File: src/rtl/btn_ctrl_pkg.sv
// Shared types and 100 MHz timing defaults for the push-button step sequencer.
package btn_ctrl_pkg;

   typedef enum logic [1:0] {
      IDLE    = 2'd0,
      DELAY   = 2'd1,
      REPEAT  = 2'd2,
      LOCKOUT = 2'd3
   } state_t;

   // Without auto-repeat the single "waiting for release" state reuses the DELAY encoding.
   localparam state_t HELD = DELAY;

   typedef enum logic {
      DIR_UP = 1'b0,
      DIR_DN = 1'b1
   } dir_t;

   localparam int DEF_DEBOUNCE_CYCLES = 1_000_000;
   localparam int DEF_REPEAT_DELAY    = 50_000_000;
   localparam int DEF_REPEAT_RATE     = 10_000_000;

   function automatic int max_int(input int a, input int b);
      return (a > b) ? a : b;
   endfunction

endpackage

File: src/rtl/btn_debounce.sv
// Two-flop synchroniser followed by a stability-count debouncer for one raw push-button.
module btn_debounce
   import btn_ctrl_pkg::*;
#(
   parameter int DEBOUNCE_CYCLES = DEF_DEBOUNCE_CYCLES
) (
   input  logic clk,
   input  logic reset,
   input  logic btn_raw,
   output logic btn_db
);

   localparam int               CNT_W    = $clog2(DEBOUNCE_CYCLES);
   localparam logic [CNT_W-1:0] CNT_LAST = CNT_W'(DEBOUNCE_CYCLES - 1);

   logic             sync1_q, sync1_d;
   logic             sync2_q, sync2_d;
   logic             db_q, db_d;
   logic [CNT_W-1:0] cnt_q, cnt_d;

   // The counter only runs while the synchronised level disagrees with the debounced one.
   always_comb begin
      sync1_d = btn_raw;
      sync2_d = sync1_q;
      db_d    = db_q;
      cnt_d   = cnt_q;
      if (sync2_q == db_q) begin
         cnt_d = '0;
      end else if (cnt_q == CNT_LAST) begin
         db_d  = sync2_q;
         cnt_d = '0;
      end else begin
         cnt_d = cnt_q + CNT_W'(1);
      end
   end

   always_ff @(posedge clk) begin
      if (reset) begin
         sync1_q <= 1'b0;
         sync2_q <= 1'b0;
         db_q    <= 1'b0;
         cnt_q   <= '0;
      end else begin
         sync1_q <= sync1_d;
         sync2_q <= sync2_d;
         db_q    <= db_d;
         cnt_q   <= cnt_d;
      end
   end

   assign btn_db = db_q;

endmodule

File: src/rtl/button_step_ctrl.sv
// Turns two raw buttons into mutually exclusive single-cycle add/sub step pulses.
// Define BTN_AUTOREPEAT_EN for hold-to-auto-repeat; otherwise one pulse per press.
module button_step_ctrl
   import btn_ctrl_pkg::*;
#(
   parameter int DEBOUNCE_CYCLES = DEF_DEBOUNCE_CYCLES,
   parameter int REPEAT_DELAY    = DEF_REPEAT_DELAY,
   parameter int REPEAT_RATE     = DEF_REPEAT_RATE
) (
   input  logic clk,
   input  logic reset,
   input  logic btn_up,
   input  logic btn_down,
   output logic add,
   output logic sub,
   output logic active
);

   logic   db_up, db_down;
   logic   up_prev_q, up_prev_d;
   logic   down_prev_q, down_prev_d;
   logic   rise_up, rise_down;
   logic   held_db, other_db;
   logic   fire;
   state_t state_q, state_d;
   dir_t   dir_q, dir_d;
   logic   add_q, add_d;
   logic   sub_q, sub_d;

   btn_debounce #(
      .DEBOUNCE_CYCLES(DEBOUNCE_CYCLES)
   ) u_db_up (
      .clk    (clk),
      .reset  (reset),
      .btn_raw(btn_up),
      .btn_db (db_up)
   );

   btn_debounce #(
      .DEBOUNCE_CYCLES(DEBOUNCE_CYCLES)
   ) u_db_down (
      .clk    (clk),
      .reset  (reset),
      .btn_raw(btn_down),
      .btn_db (db_down)
   );

`ifdef BTN_AUTOREPEAT_EN
   localparam int                 TIMER_W    = $clog2(max_int(REPEAT_DELAY, REPEAT_RATE));
   localparam logic [TIMER_W-1:0] DELAY_LOAD = TIMER_W'(REPEAT_DELAY - 1);
   localparam logic [TIMER_W-1:0] RATE_LOAD  = TIMER_W'(REPEAT_RATE - 1);

   logic [TIMER_W-1:0] timer_q, timer_d;
   logic               timer_zero;

   assign timer_zero = (timer_q == '0);

   // A pulse from IDLE arms the initial hold delay; later pulses arm the repeat interval.
   always_comb begin
      timer_d = timer_q;
      if (fire) begin
         timer_d = (state_q == IDLE) ? DELAY_LOAD : RATE_LOAD;
      end else if (!timer_zero) begin
         timer_d = timer_q - TIMER_W'(1);
      end
   end

   always_ff @(posedge clk) begin
      if (reset) begin
         timer_q <= '0;
      end else begin
         timer_q <= timer_d;
      end
   end
`else
   if (REPEAT_DELAY < 2 || REPEAT_RATE < 2) begin : g_repeat_param_range
   end
`endif

   // Lockout and release are checked before the timer so a release never yields a pulse.
   always_comb begin
      up_prev_d   = db_up;
      down_prev_d = db_down;
      rise_up     = db_up & ~up_prev_q;
      rise_down   = db_down & ~down_prev_q;
      held_db     = (dir_q == DIR_UP) ? db_up : db_down;
      other_db    = (dir_q == DIR_UP) ? db_down : db_up;
      state_d     = state_q;
      dir_d       = dir_q;
      fire        = 1'b0;
      case (state_q)
         IDLE: begin
            if (db_up && db_down) begin
               state_d = LOCKOUT;
            end else if (rise_up) begin
               dir_d   = DIR_UP;
               fire    = 1'b1;
               state_d = DELAY;
            end else if (rise_down) begin
               dir_d   = DIR_DN;
               fire    = 1'b1;
               state_d = DELAY;
            end
         end
`ifdef BTN_AUTOREPEAT_EN
         DELAY, REPEAT: begin
            if (other_db) begin
               state_d = LOCKOUT;
            end else if (!held_db) begin
               state_d = IDLE;
            end else if (timer_zero) begin
               fire    = 1'b1;
               state_d = REPEAT;
            end
         end
`else
         HELD: begin
            if (other_db) begin
               state_d = LOCKOUT;
            end else if (!held_db) begin
               state_d = IDLE;
            end
         end
`endif
         LOCKOUT: begin
            if (!db_up && !db_down) begin
               state_d = IDLE;
            end
         end
         default: begin
            state_d = IDLE;
         end
      endcase
      add_d = fire && (dir_d == DIR_UP);
      sub_d = fire && (dir_d == DIR_DN);
   end

   always_ff @(posedge clk) begin
      if (reset) begin
         state_q     <= IDLE;
         dir_q       <= DIR_UP;
         add_q       <= 1'b0;
         sub_q       <= 1'b0;
         up_prev_q   <= 1'b0;
         down_prev_q <= 1'b0;
      end else begin
         state_q     <= state_d;
         dir_q       <= dir_d;
         add_q       <= add_d;
         sub_q       <= sub_d;
         up_prev_q   <= up_prev_d;
         down_prev_q <= down_prev_d;
      end
   end

   assign add    = add_q;
   assign sub    = sub_q;
   assign active = (state_q != IDLE) && (state_q != LOCKOUT);

endmodule
File: config.mk
export PLATFORM = sky130hd
export DESIGN_NAME = button_step_ctrl
export DESIGN_NICKNAME = d
export VERILOG_FILES = /design/src/rtl/btn_ctrl_pkg.sv /design/src/rtl/btn_debounce.sv /design/src/rtl/button_step_ctrl.sv
export SDC_FILE = /design/constraint.sdc
export NUM_CORES = 1
export LEC_CHECK = 0
export CORE_MARGIN = 4
export CORE_UTILIZATION = 55
export CTS_CLUSTER_DIAMETER = 50
export DETAILED_ROUTE_END_ITERATION = 8
export PLACE_DENSITY = 0.68
export SYNTH_ARGS = -nofsm -noshare
export SYNTH_HDL_FRONTEND = slang
export SYNTH_SLANG_ARGS = --single-unit
File: constraint.sdc
create_clock -name clk -period 2.2 [get_ports clk]
set_input_delay 0.66 -clock clk [delete_from_list [all_inputs] [get_ports clk]]
set_output_delay 0.66 -clock clk [all_outputs]
set_load 0.01 [all_outputs]
==> impl_metrics.tcl, run 1 <==
set metrics [dict create \
    status "complete, no violations" \
    cts_tree "done" \
    hpwl_mm 2.67 \
    worst_path_largest_cell_delay_ns 0.64 \
    cp.required_ns 2.36 \
    ys_seq_elements 53 \
    timing.rr.end "u_db_up.cnt_q[3]" \
    cts_buffers 5 \
    h-tree-depth 2 \
    hp-class "reg2reg" \
    path_cells "nor4bb_1 > nand4b_1 > o21bai_2 > nor2_1" \
    fin_util_pct 62.5 \
    ant_nets 0 \
    worst-path-buf-inv 0 \
    clkTransAtPathRegs_ns 0.09 \
    fin_area_sq_mm 0.00257 \
    diodes 0 \
    top_regs "u_db_down.cnt_q x20, u_db_up.cnt_q x20, state_q x2" \
    die_w_microns 74.1 \
    rows 23 \
    worstHoldEndpoint "u_db_up.sync2_q" \
    post-place-ws_ns 0.226 \
    drtIter0Drc 79 \
    initial_utilization_pct 58.3 \
    ys_types 39 \
    yosys.area.top_type "dfxtp_1" \
    synth_area_leaders "dfxtp_1, xor2_1, nor2_1, a21oi_1, nand4_1" \
    wl_per_cell_microns 12.0 \
    grt_pass1_wl_mm 6.96 \
    root_buffer "clkbuf_8" \
    critPathKind "reg2reg" \
    hp-start "u_db_up.sync1_q" \
    syn_avg_cell_area_sq_um 8.99 \
    drt_first_pass_iters 4 \
    die_area_sq_mm 0.00548 \
    nNetsFinal 279 \
    clk_latency_ns 0.30 \
    powerDensity_mw_per_mm2 602 \
    r2r_slack_ns 0.36 \
    synth_most_common_cell "dfxtp_1" \
    period_minus_slack_ns 1.84 \
    cp.arrival_ns 2.00 \
    rr_worst_depth 4 \
    ir_drop_v 0.000396 \
    path_depth 4 \
    die_h_microns 74.1 \
    synthCells 267 \
    crit_path_start "u_db_up.cnt_q[14]" \
    whs_path_depth 1 \
    critPathTopFamily "simple AND/OR/NAND/NOR gates" \
    fin_tns_setup_ns 0 \
    place_area_sq_mm 0.00249 \
    leakage_nw 0.870 \
    skew_ns 0.00499 \
    drive_above_1_share_pct 7.38 \
    setup_viol 0 \
    grt_pass1_vias 1629 \
    synthesis.area_sq_mm 0.00240 \
    synthArstFlopShare_pct 0 \
    grt_antenna_before_repair 0 \
    fmax_ghz 0.543 \
    critPathLaunchType "register" \
    gp_congestion 0.763 \
    post_cts_buffers 0 \
    synth_edf_count 0 \
    vias 1798 \
    critPathMaxFanout 18 \
    clockBufferDepth 2 \
    slowest_stage "o21bai_2" \
    yosys_warnings 0 \
    cap_violations 0 \
    syn2layout_area_growth_pct 7.14 \
    port-buffer-count 6 \
    via_per_inst 5.60 \
    worst-slew-pin-transition_ns 0.741 \
    cts_hold_buf 0 \
    synth.net_count 276 \
    synth-main-ff-cell "dfxtp_1" \
    final.period_utilization_pct 83.7 \
    crit_path_end_kind "register" \
    core-area_sq_mm 0.00412 \
    whs_ns 0.446 \
    fill_cells 384 \
    drt-total-wl_mm 3.86 \
    hold_viol 0 \
    drc 0 \
    grt_use_total_pct 16.0 \
    r2r_start "u_db_up.cnt_q[14]" \
    grt_max_degree 21 \
    synth_commonest_cells "dfxtp_1, nor2_1, xor2_1, a21oi_1, nand2_1" \
    post-route-worst-setup-slack_ns 0.359 \
    rsz0062_at_grt "false" \
    relSlewSlack_pct 50.6 \
    synth_top_area_share_pct 44.2 \
    seq_area_frac_synth_pct 44.2 \
    cts_sinks 53 \
    drv_slew 0 \
    io_pins 7 \
    overflow 0 \
]
[power breakdown]
group / switching, mW / total (mW) / internal (mW)
logic: 0.0317 / 0.0624 / 0.0308
registers: 0.00474 / 0.972 / 0.967
clock network: 0.286 / 0.513 / 0.227
[logic make-up after synthesis]
logic type | Yosys count | share of synthesized area (%)
AOI/OAI and AO/OA | 39 | 9.80
xor gates and xnor gates | 25 | 9.12
adders and majority gates | 5 | 2.61
buffers and inverters | 23 | 3.96
DFF | 53 | 44.2
muxes | 3 | 1.41
and+or+nand+nor | 119 | 28.9
[metal layers]
layer,track usage (%),vias to the layer above,part of all wire (%)
li1,-,941,-
met2,25.9,20,46
met5,0,-,0
met4,6.04,0,1.3
met3,4.46,5,3.0
met1,20.5,832,50
[per-stage QoR]
step / power, mW / instances
after floorplan: 1.04 / 267
after detailed placement: 1.06 / 313
final: 1.55 / 321
after CTS: 1.58 / 321
after global routing: 1.62 / 321
after global placement: 1.06 / 313
[worst max path at each step]
stage | slack, ns | to
5_1_grt | 0.16 | u_db_up.cnt_q[3]
2_1_floorplan | 0.68 | state_q[0]
6_report | 0.36 | u_db_up.cnt_q[3]
4_1_cts | 0.02 | active
3_3_place_gp | 0.25 | u_db_up.cnt_q[18]
3_5_place_dp | 0.23 | u_db_up.cnt_q[15]
[timing repair]
| item | in CTS | in global routing |
|---|---|---|
| hold endpoints to repair | 0 | 0 |
| pin swaps | 0 | 0 |
| gates resized for setup | 1 | 1 |
| endpoints found under the setup margin | 1 | 1 |
[cell usage in the layout (no fill, tap or decap), types with 4 or more instances in the layout]
cell	Yosys	final
nor2_1	33	33
nand2_1	13	13
clkbuf_8	0	5
xor2_1	21	21
o21ai_0	8	8
dfxtp_1	53	52
nand3_1	9	9
a21oi_1	16	16
nor2b_1	6	6
o31ai_1	6	6
clkdlybuf4s50_1	0	5
and3_1	5	5
ha_1	5	5
inv_1	10	10
or3_1	8	8
and2_1	6	6
xnor2_1	4	4
or4_1	6	6
nand4_1	11	11
[cell type report]
cell class / instances / area, sq um / area share, %
Timing Repair Buffer: 9 / 85.1 / 3.31
Tap cell: 50 / 62.6 / 2.43
Clock buffer: 8 / 80.1 / 3.11
Sequential cell: 53 / 1060 / 41.3
Multi-Input combinational cell: 191 / 1240 / 48.4
Inverter: 10 / 37.5 / 1.46
Note: power is estimated with default switching activity, not from simulation.
==> run 2: changes to the inputs <==
- CORE_UTILIZATION: 55 -> 54
- PLACE_DENSITY: 0.68 -> 0.7
- clock period: 2.2 -> 1.5 ns (I/O delays scaled with it)
==> impl_metrics.tcl, run 2 (same netlist as run 1, synthesis figures left out) <==
set metrics [dict create \
    status "complete, but fails checks" \
    violations "setup timing" \
    vias 2158 \
    most-common-layout-cells "buf_4, dfxtp_1, nor2_1" \
    setup_viol 37 \
    nNetsFinal 344 \
    critPathLaunchType "register" \
    drive_above_1_share_pct 41.1 \
    initial_utilization_pct 57.9 \
    h-tree-depth 2 \
    ir_drop_v 0.000633 \
    cap_violations 0 \
    worst-slew-pin-transition_ns 0.296 \
    period_minus_slack_ns 1.61 \
    post-place-ws_ns -0.168 \
    drc 0 \
    overflow 0 \
    fin_area_sq_mm 0.00339 \
    syn2layout_area_growth_pct 41.3 \
    critPathMaxFanout 5 \
    ant_nets 0 \
    cp.arrival_ns 1.81 \
    multi_input_area_sq_mm 0.00142 \
    fill_cells 241 \
    grt_use_total_pct 21.1 \
    rsz0062_at_grt "true" \
    via_per_inst 5.59 \
    wl_per_cell_microns 15.7 \
    hpwl_mm 3.40 \
    hp-class "reg2reg" \
    crit_path_end_kind "register" \
    drv_slew 0 \
    grt_antenna_before_repair 0 \
    final_cell_count_no_fill 386 \
    hold_viol 0 \
    root_buffer "clkbuf_8" \
    grt_max_degree 17 \
    port-buffer-count 6 \
    cp.required_ns 1.70 \
    die_area_sq_mm 0.00557 \
    top_regs "u_db_down.cnt_q x20, u_db_up.cnt_q x20, state_q x2" \
    dp.cells 361 \
    drt_first_pass_iters 4 \
    grt_pass1_vias 2048 \
    core-area_sq_mm 0.00414 \
    skew_ns 0.0135 \
    relSlewSlack_pct 80.3 \
    powerDensity_mw_per_mm2 771 \
    diodes 0 \
    die_h_microns 74.7 \
    clkTransAtPathRegs_ns 0.10 \
    critPathKind "reg2reg" \
    drt-total-wl_mm 6.08 \
    rows 23 \
    post-route-worst-setup-slack_ns -0.110 \
    cts_tree "done" \
    clockBufferDepth 2 \
    place_area_sq_mm 0.00287 \
    layout_commonest_cell "buf_4" \
    clk_latency_ns 0.31 \
    io_pins 7 \
    final.period_utilization_pct 107 \
    grt_pass1_wl_mm 9.09 \
    cts_sinks 53 \
    fin_tns_setup_ns -1.78 \
    gp_congestion 0.765 \
    cts_buffers 5 \
    seq_area_sq_mm 0.00108 \
    drtIter0Drc 108 \
    leakage_nw 1.30 \
    die_w_microns 74.7 \
    fmax_ghz 0.621 \
]
==> run 2: cell count changes in the layout (fill, tap and decap cells not counted), moves of 5 or more <==
cell / before / now
nor2_2: 0 / 9
dfxtp_1: 52 / 36
a21oi_2: 0 / 5
dfxtp_2: 1 / 17
nor2_1: 33 / 23
a21oi_1: 16 / 11
buf_4: 3 / 58
buf_6: 0 / 6
==> run 2: power breakdown <==
group	switching [mW]	internal, mW
clock network	0.462	0.543
registers	0.00894	1.42
logic	0.0749	0.106
total	0.546	2.07
==> run 2: critical path, cell delays in order (launching register included) <==
cell and delay [ns]:
dfxtp_2 0.35, nand3_2 0.09, or4b_4 0.55, o21ai_4 0.20, buf_12 0.15, buf_16 0.12
nor2_2 0.04
==> run 2: layout make-up <==
cell class / instances / share of cell area (%)
clock buffers: 6 / 2.43
clock inverters: 2 / 1.11
inverters: 10 / 1.11
multi-input cells: 191 / 41.8
flip-flops and latches: 53 / 31.9
well taps: 50 / 1.84
repair buffers: 74 / 19.8
==> run 2: path summary, 6_finish.rpt <==
path                            slack (ns)           startpoint  depth (start not counted)             endpoint
worst max-delay path                 -0.11  u_db_down.cnt_q[16]                          6  u_db_down.cnt_q[13]
worst min register to register        0.43     u_db_up.cnt_q[0]                          1     u_db_up.cnt_q[0]
worst max register to register       -0.11  u_db_down.cnt_q[16]                          6  u_db_down.cnt_q[13]
worst min-delay path                  0.43     u_db_up.cnt_q[0]                          1     u_db_up.cnt_q[0]
==> run 2: stage by stage <==
step | power, mW | hold WS (ns) | utilization (%)
global route | 2.69 | 0.444 | 81.9
floorplan | 1.52 | 0.413 | -
global placement | 1.57 | 0.420 | 69.3
CTS | 2.59 | 0.431 | 77.6
detailed placement | 1.58 | 0.423 | 69.3
finish | 2.61 | 0.427 | 81.9
==> run 2: timing repair <==
action | in CTS | in global routing
cloned | 2 | 1
setup buffers | 10 | 5
gates resized for setup | 35 | 36
pin swaps | 14 | 14
hold buffers | 0 | 0
endpoints found under the setup margin | 45 | 31
==> run 2: routing by layer <==
metal	up-vias	GRT usage [%]	wire length (microns)
met5	-	0	0
met1	1032	25.4	2710
li1	1076	-	-
met4	0	8.10	114
met2	38	36.7	3080
met3	12	4.54	170
==> run 3: changes to the inputs <==
--- a/config.mk
+++ b/config.mk
@@ -12,2 +12,3 @@
 export PLACE_DENSITY = 0.7
+export SLEW_MARGIN = 20
 export SYNTH_ARGS = -nofsm -noshare
==> constraint.sdc (replaced) <==
create_clock -name clk -period 1.5 [get_ports clk]
set_input_delay 0.375 -clock clk [delete_from_list [all_inputs] [get_ports clk]]
set_output_delay 0.375 -clock clk [all_outputs]
set_load 0.01 [all_outputs]
==> impl_metrics.tcl, run 3 (same netlist as run 1, synthesis figures left out) <==
set metrics [dict create \
    io_pins 7 \
    clk_latency_ns 0.31 \
    overflow 0 \
    drv_slew 0 \
    gp_congestion 0.826 \
    worst-slew-pin-transition_ns 0.261 \
    skew_ns 0.0153 \
    post-route-worst-setup-slack_ns -0.0125 \
    cp.required_ns 1.75 \
    hp-start "u_db_down.cnt_q[0]" \
    fin_tns_setup_ns -0.0183 \
    wl_per_cell_microns 13.1 \
    port-buffer-count 6 \
    powerDensity_mw_per_mm2 780 \
    drt-total-wl_mm 4.98 \
    die_h_microns 74.7 \
    p_total_mw 2.52 \
    clkPwrFrac_pct 38.0 \
    post-place-ws_ns -0.0936 \
    clkTransAtPathRegs_ns 0.09 \
    drt_first_pass_iters 5 \
    diodes 0 \
    top_regs "u_db_down.cnt_q x20, u_db_up.cnt_q x20, state_q x2" \
    die_w_microns 74.7 \
    r2r_start "u_db_down.cnt_q[16]" \
    p_int_mw 1.99 \
    most-common-layout-cells "buf_4, dfxtp_1, nor2_1" \
    drtIter0Drc 81 \
    violations "setup timing" \
    drc 0 \
    grt_max_degree 21 \
    via_per_inst 5.37 \
    clockBufferDepth 2 \
    cts_hold_buf 0 \
    critPathLaunchType "register" \
    cts_sinks 53 \
    layout_commonest_cell "buf_4" \
    syn2layout_area_growth_pct 34.8 \
    final_cell_count_no_fill 380 \
    hold_viol 0 \
    cts_buffers 5 \
    status "complete, but fails checks" \
    relSlewSlack_pct 82.4 \
    cts_tree "done" \
    nNetsFinal 338 \
    leakage_nw 1.23 \
    final.period_utilization_pct 101 \
    core-area_sq_mm 0.00414 \
    crit_path_end_kind "register" \
    rsz0062_at_grt "true" \
    cp.arrival_ns 1.76 \
    root_buffer "clkbuf_8" \
    cap_violations 0 \
    crit_path_start "u_db_down.cnt_q[16]" \
    ir_drop_v 0.000673 \
    p_sw_mw 0.530 \
    grt_pass1_wl_mm 8.09 \
    critPathKind "reg2reg" \
    vias 2040 \
    setup_viol 2 \
    hpwl_mm 3.39 \
    die_area_sq_mm 0.00557 \
    period_minus_slack_ns 1.51 \
    rows 23 \
    drive_above_1_share_pct 36.4 \
    grt_antenna_before_repair 0 \
    pwr-share-seq_pct 56.3 \
    grt_use_total_pct 18.9 \
    fmax_ghz 0.661 \
    hp-class "reg2reg" \
    grt_pass1_vias 1886 \
    h-tree-depth 2 \
    pwr-share-comb_pct 5.7 \
    initial_utilization_pct 57.9 \
    critPathMaxFanout 3 \
    ant_nets 0 \
    swShare_pct 21.0 \
    dp.cells 366 \
]
-- run 3: changes by cell type in the layout (fill, tap and decap cells not counted), moves of 4 or more --
cell and delta:
dfxtp_2 -4, buf_6 -4, nor2_1 +10, nor2_2 -9
-- run 3: worst paths after layout --
kind / end / slack [ns] / cells after the start
worst min-delay path: u_db_down.cnt_q[0] / 0.44 / 1
worst min register to register: u_db_down.cnt_q[0] / 0.44 / 1
worst max register to register: u_db_down.btn_db / -0.01 / 4
worst max-delay path: u_db_down.btn_db / -0.01 / 4
-- run 3: power by group through the flow --
| stage | clock (mW) | sequential (mW) | combinational (mW) |
|---|---|---|---|
| final | 0.958 | 1.42 | 0.145 |
| after global routing | 1.03 | 1.42 | 0.158 |
| after CTS | 0.978 | 1.43 | 0.133 |
| after detailed placement | 0 | 1.46 | 0.129 |
| after global placement | 0 | 1.46 | 0.125 |
| after floorplan | 0 | 1.46 | 0.0631 |
-- run 3: repair_timing --
action,4_1_cts,5_1_grt
gates resized for setup,24,30
pin swaps,4,4
setup endpoints to repair,45,43
setup buffers,2,4
-- run 3: critical path: stages (launching register included) --
cell and delay (ns):
dfxtp_2 0.35, nand3_2 0.08, or4b_4 0.55, or3_1 0.36, a21oi_1 0.12
-- run 3: area by class of cell --
class	instances	area, sq um
Sequential cell	53	1090
Multi-Input combinational cell	191	1390
Timing Repair Buffer	68	551
Fill cell	277	908
Clock inverter	2	38.8
Tap cell	50	62.6
Inverter	10	37.5
Clock buffer	6	72.6
-- run 3: metrics by stage --
step	hold WS, ns	utilization (%)	instance area [sq um]
after floorplan	0.413	-	2410
after global placement	0.419	70.2	2910
after detailed placement	0.429	70.2	2910
after CTS	0.423	74.8	3100
after global routing	0.467	78.1	3240
final	0.437	78.1	3240
-- run 3: routing by layer --
| metal | wire (microns) | share of wire [%] | GRT usage [%] | up-vias |
|---|---|---|---|---|
| met5 | 0 | 0 | 0 | - |
| met4 | 55 | 1.1 | 6.72 | 0 |
| met3 | 132 | 2.6 | 4.41 | 4 |
| met2 | 2410 | 48 | 30.9 | 18 |
| met1 | 2390 | 48 | 24.4 | 958 |
| li1 | - | - | - | 1060 |
